### src/rtl/mux2_1_if.sv
// mux2_1_if: request/response handshake bundle for the registered 2:1 mux
interface mux2_1_if #(parameter int WIDTH = 64) ();
  logic               sel;
  logic [2*WIDTH-1:0] in;
  logic               in_valid;
  logic               in_ready;
  logic [WIDTH-1:0]   out;
  logic               out_valid;
  logic               out_ready;
  modport master (output sel, in, in_valid, out_ready, input in_ready, out, out_valid);
  modport slave  (input sel, in, in_valid, out_ready, output in_ready, out, out_valid);
endinterface

### src/rtl/mux2_1.sv
// mux2_1: registered 2:1 operand select behind a two-entry skid buffer
module mux2_1 #(parameter int WIDTH = 64) (
  input logic     clk,
  input logic     reset,
  mux2_1_if.slave bus
);
  logic [WIDTH-1:0] out_q, out_d, skid_q, skid_d, result;
  logic             out_v_q, out_v_d, skid_v_q, skid_v_d;
  logic             out_fire, in_fire, load, in_ready;
  assign in_ready      = ~skid_v_q & ~reset;
  assign bus.in_ready  = in_ready;
  assign bus.out       = out_q;
  assign bus.out_valid = out_v_q;
  always_comb begin
    out_fire = out_v_q & bus.out_ready;
    in_fire  = bus.in_valid & in_ready;
    result   = bus.sel ? bus.in[2*WIDTH-1:WIDTH] : bus.in[WIDTH-1:0];
    // output register is free when empty or draining; skid entry always has priority
    load     = ~out_v_q | out_fire;
    out_d    = load ? (skid_v_q ? skid_q : (in_fire ? result : out_q)) : out_q;
    out_v_d  = load ? (skid_v_q | in_fire) : 1'b1;
    skid_d   = (~load & in_fire) ? result : skid_q;
    skid_v_d = load ? 1'b0 : (skid_v_q | in_fire);
  end
  always_ff @(posedge clk) begin
    if (reset) begin
      out_q    <= '0;
      out_v_q  <= 1'b0;
      skid_q   <= '0;
      skid_v_q <= 1'b0;
    end else begin
      out_q    <= out_d;
      out_v_q  <= out_v_d;
      skid_q   <= skid_d;
      skid_v_q <= skid_v_d;
    end
  end
endmodule

### src/flat_wrapper.sv
// flat-port wrapper written by rule: the top's interface ports become plain ports
module mux2_1_flat 
#(parameter int WIDTH = 64)
  (clk, reset, bus_sel, bus_in, bus_in_valid, bus_out_ready, bus_in_ready, bus_out, bus_out_valid);
  mux2_1_if #(.WIDTH(WIDTH)) bus_i ();
  input logic clk;
  input logic reset;
  input wire logic [$bits(bus_i.sel)-1:0] bus_sel;
  input wire logic [$bits(bus_i.in)-1:0] bus_in;
  input wire logic [$bits(bus_i.in_valid)-1:0] bus_in_valid;
  input wire logic [$bits(bus_i.out_ready)-1:0] bus_out_ready;
  output wire logic [$bits(bus_i.in_ready)-1:0] bus_in_ready;
  output wire logic [$bits(bus_i.out)-1:0] bus_out;
  output wire logic [$bits(bus_i.out_valid)-1:0] bus_out_valid;
  assign bus_i.sel = bus_sel;
  assign bus_i.in = bus_in;
  assign bus_i.in_valid = bus_in_valid;
  assign bus_i.out_ready = bus_out_ready;
  assign bus_in_ready = bus_i.in_ready;
  assign bus_out = bus_i.out;
  assign bus_out_valid = bus_i.out_valid;
  mux2_1 #(.WIDTH(WIDTH)) u_core (.clk(clk), .reset(reset), .bus(bus_i));
endmodule
### config.mk
export PLATFORM = sky130hd
export DESIGN_NAME = mux2_1_flat
export DESIGN_NICKNAME = d
export VERILOG_FILES = /design/src/rtl/mux2_1_if.sv /design/src/rtl/mux2_1.sv /design/src/flat_wrapper.sv
export SDC_FILE = /design/constraint.sdc
export NUM_CORES = 1
export LEC_CHECK = 0
export BUFFER_PORTS_ARGS = -buffer_cell sky130_fd_sc_hd__buf_2
export CORE_ASPECT_RATIO = 0.6
export CORE_MARGIN = 5
export CORE_UTILIZATION = 54
export CTS_CLUSTER_SIZE = 25
export DETAILED_ROUTE_END_ITERATION = 8
export GPL_ROUTABILITY_DRIVEN = 0
export PLACE_DENSITY = 0.85
export SYNTH_ARGS = -nofsm -noshare
export SYNTH_HDL_FRONTEND = slang
export SYNTH_SLANG_ARGS = --single-unit
### constraint.sdc
create_clock -name clk -period 3.8 [get_ports clk]
set_clock_uncertainty 0.15 [all_clocks]
set_input_delay 0.57 -clock clk [delete_from_list [all_inputs] [get_ports clk]]
set_output_delay 0.57 -clock clk [all_outputs]
set_load 0.005 [all_outputs]
==> results.md <==
* Drt pass-1 iters at 5
* Stages on worst setup path at 5
* Count of warnings emitted by yosys at 0
* Site Rows at 29
* Outcome: completed
* Die height at 90.0 um
* Length in cells of the worst reg-to-reg path at 4
* Share of layout cells above drive strength 1 at roughly 36%
* Maximum number of pins on one net before global-route repair at 84
* Number of synthesized register bits at 130
* Count of vias placed by the detailed router at about 5200
* Global-route wire length before repair at roughly 25 mm
* Total chip power at 3.68 mW
* Mapped Nets at between 700 and 800
* Number of antenna violations at the first check in global routing at 0
* Worst-skew pair later-pin latency at 0.41 ns
* Number of setup violations in the final report at 0
* Post-detailed-route via-to-cell ratio at 5.76
* Pin slew with the least headroom to its limit at 1.02 ns
* Via count of the first global-routing pass at 5187
* Kind of start point of the critical path: input port
* Deepest clock path buffer count at 2
* Nets at 883
* Leakage power figure at 3.13 nW
* Relative slew slack at 31.7%
* Capture point of the worst path: u_core.skid_q[26]
* Path class of the lowest-slack min-delay path: reg -> reg
* CTS-repair resized insts at 0
* Most frequent cell on the critical path: buf_4
* Number of unique standard cell types used by synthesis at 20
* Antenna cell count at 0
* Root buffer cell: clkbuf_16
* Core Region at 10500 um^2
* Final Routed Wirelength at 15.0 mm
* CP startpoint: reset
* Number of failing hold endpoints at the final stage at 0
* CTS Hold Bufs at 0
* Worst Path Class, Setup: in -> reg
* TritonCTS Buffers at 17
* WL per Instance at between 15 and 20 um
* Cells traversed along the worst timing path: buf_4, nor2_1, and3_2, buf_4, a211oi_1
* Max H-tree Level at 4
* Overflow left after global routing at 0
* Worst setup slack after layout at 1.42 ns
* Setup_tns at 0 ns
* TritonCTS clock tree: yes
* Max-slew violation total from the final report at 0
* Minimum clock period at around 2.4 ns
* Synth area leaders: dfxtp_1 45%, mux2i_1 11%, a22o_1 9.7%
* Nature of the critical path endpoint: flop
* DRC marker count from the first detailed-route iteration at 284
* CP max-delay cell: and3_2
* Post-detailed-route DRC marker count at 0
* GRT Total Usage at 23.0%
* Clk sinks at 130
* Instance count of the mapped netlist at 588
* Family with the most delay on the worst path: buffers and inverters
* Share of the yosys chip area belonging to registers at 45.2%
* Fmax at 0.420 GHz
* RSZ-0062 raised after global routing: no
* Final core area utilization at 69.7%
* Share of the clock period used by the worst path at a little over three fifths
* Most frequent cells in the layout: 196 x buf_2, 129 x dfxtp_1
* Die width at 143 um
* Critical path required time at ~3.9 ns
* Cell type with the largest total area after synthesis: dfxtp_1
* Arrival time reported for the critical path endpoint at approximately 2.5 ns
* Pwr Density at 504 nW/um^2
* Buffering stage count on the worst path with inverters included at 2
* Peak VDD IR at 0.392 mV
* Mean cell area of the mapped netlist at 9.79 um^2
* Most common library cell in the layout ignoring fill and taps: buf_2
* Number of top-level pins at 199
* Clock transition at path regs at roughly 0.050 ns
* HPWL after detailed placement at 10.2 mm
* Filler cell count at 792
* Count of max-cap constraint violations at 0
* Initial standard-cell utilization of the core at around 55%
* Minimum setup slack among reg-to-reg paths at between 1 and 1.5 ns
* Input/output buffers at 198
* Post-placement worst setup slack at 1.01 ns
* Worst path max stage delay at around 0.55 ns
* Area fraction of the dominant cell type after synthesis at approximately 45%
* Largest driver fanout on the critical path at 69
* Total setup buffers inserted after CTS at 0
* Capture instance of the worst register-to-register path: u_core.skid_q[26]
* Remaining antenna violation count after routing at 0
* Relative area change from synthesis to final layout at 27.0%
* Source of the worst register-to-register timing path: u_core.bus.out_valid
* Area of the mapped netlist at 5760 um^2
* Full die area at 12900 um^2
## layer usage
metal | track usage, % | wire length [um] | vias to the layer above
li1 | - | - | 2517
met1 | 30.0 | 6450 | 2424
met2 | 37.6 | 7000 | 240
met3 | 6.68 | 1380 | 18
met4 | 5.88 | 176 | 0
met5 | 0 | 0 | -
## cell type report
type,count,area (um^2),share of cell area [%]
sequential,130,2610,35.6
multi-input combinational,396,2810,38.5
clock inverter,12,203,2.77
timing repair buffer,205,1060,14.5
clock buffer,20,457,6.24
tap,139,174,2.38
## Yosys cell counts
library cell / number
dfxtp_1: 130
a21oi_1: 64
a22o_1: 64
mux2i_1: 64
nand2_1: 64
o21ai_0: 64
a211oi_1: 34
a211oi_2: 30
buf_2: 24
clkbuf_1: 24
buf_6: 12
nor2_1: 5
buf_4: 2
a21oi_4: 1
and3_1: 1
nand2b_1: 1
nor2b_1: 1
nor4b_2: 1
o21bai_1: 1
or2_1: 1
## how the worst min path moves through the flow
stage / startpoint / to / slack, ns / cells past startpoint
after CTS: u_core.bus.out[52] / u_core.bus.out[52] / 0.33 / 1
after floorplan: u_core.bus.out[10] / u_core.bus.out[10] / 0.32 / 1
after detailed placement: u_core.bus.out[13] / u_core.bus.out[13] / 0.31 / 1
final: u_core.bus.out[52] / u_core.bus.out[52] / 0.32 / 1
after global placement: u_core.bus.out[17] / u_core.bus.out[17] / 0.31 / 1
after global routing: u_core.bus.out[42] / u_core.bus.out[42] / 0.34 / 1
## cells by family after synthesis
logic type	share of synthesized area (%)
buffers and inverters	6.26
DFF	45.2
and+or+nand+nor	5.19
AOI/OAI and AO/OA	32.2
muxes	11.1
## power by group
part           switching [mW]  internal, mW
Clock                   0.603          1.20
Sequential             0.0404          1.43
Combinational           0.216         0.188
Total                   0.859          2.83
## registers in the layout, indices dropped and copies added (netlist names)
| register | cells |
|---|---|
| u_core.bus.out | 64 |
| u_core.skid_q | 64 |
| u_core.skid_v_q | 1 |
| u_core.bus.out_valid | 1 |
## through the flow
step | instances | instance area [um^2] | hold WS, ns
4_1_cts | 902 | 7310 | 0.325
6_report | 902 | 7310 | 0.323
2_1_floorplan | 588 | 5760 | 0.324
3_5_place_dp | 870 | 6650 | 0.311
3_3_place_gp | 870 | 6650 | 0.309
5_1_grt | 902 | 7310 | 0.337
Note: power is estimated with default switching activity, not from simulation.
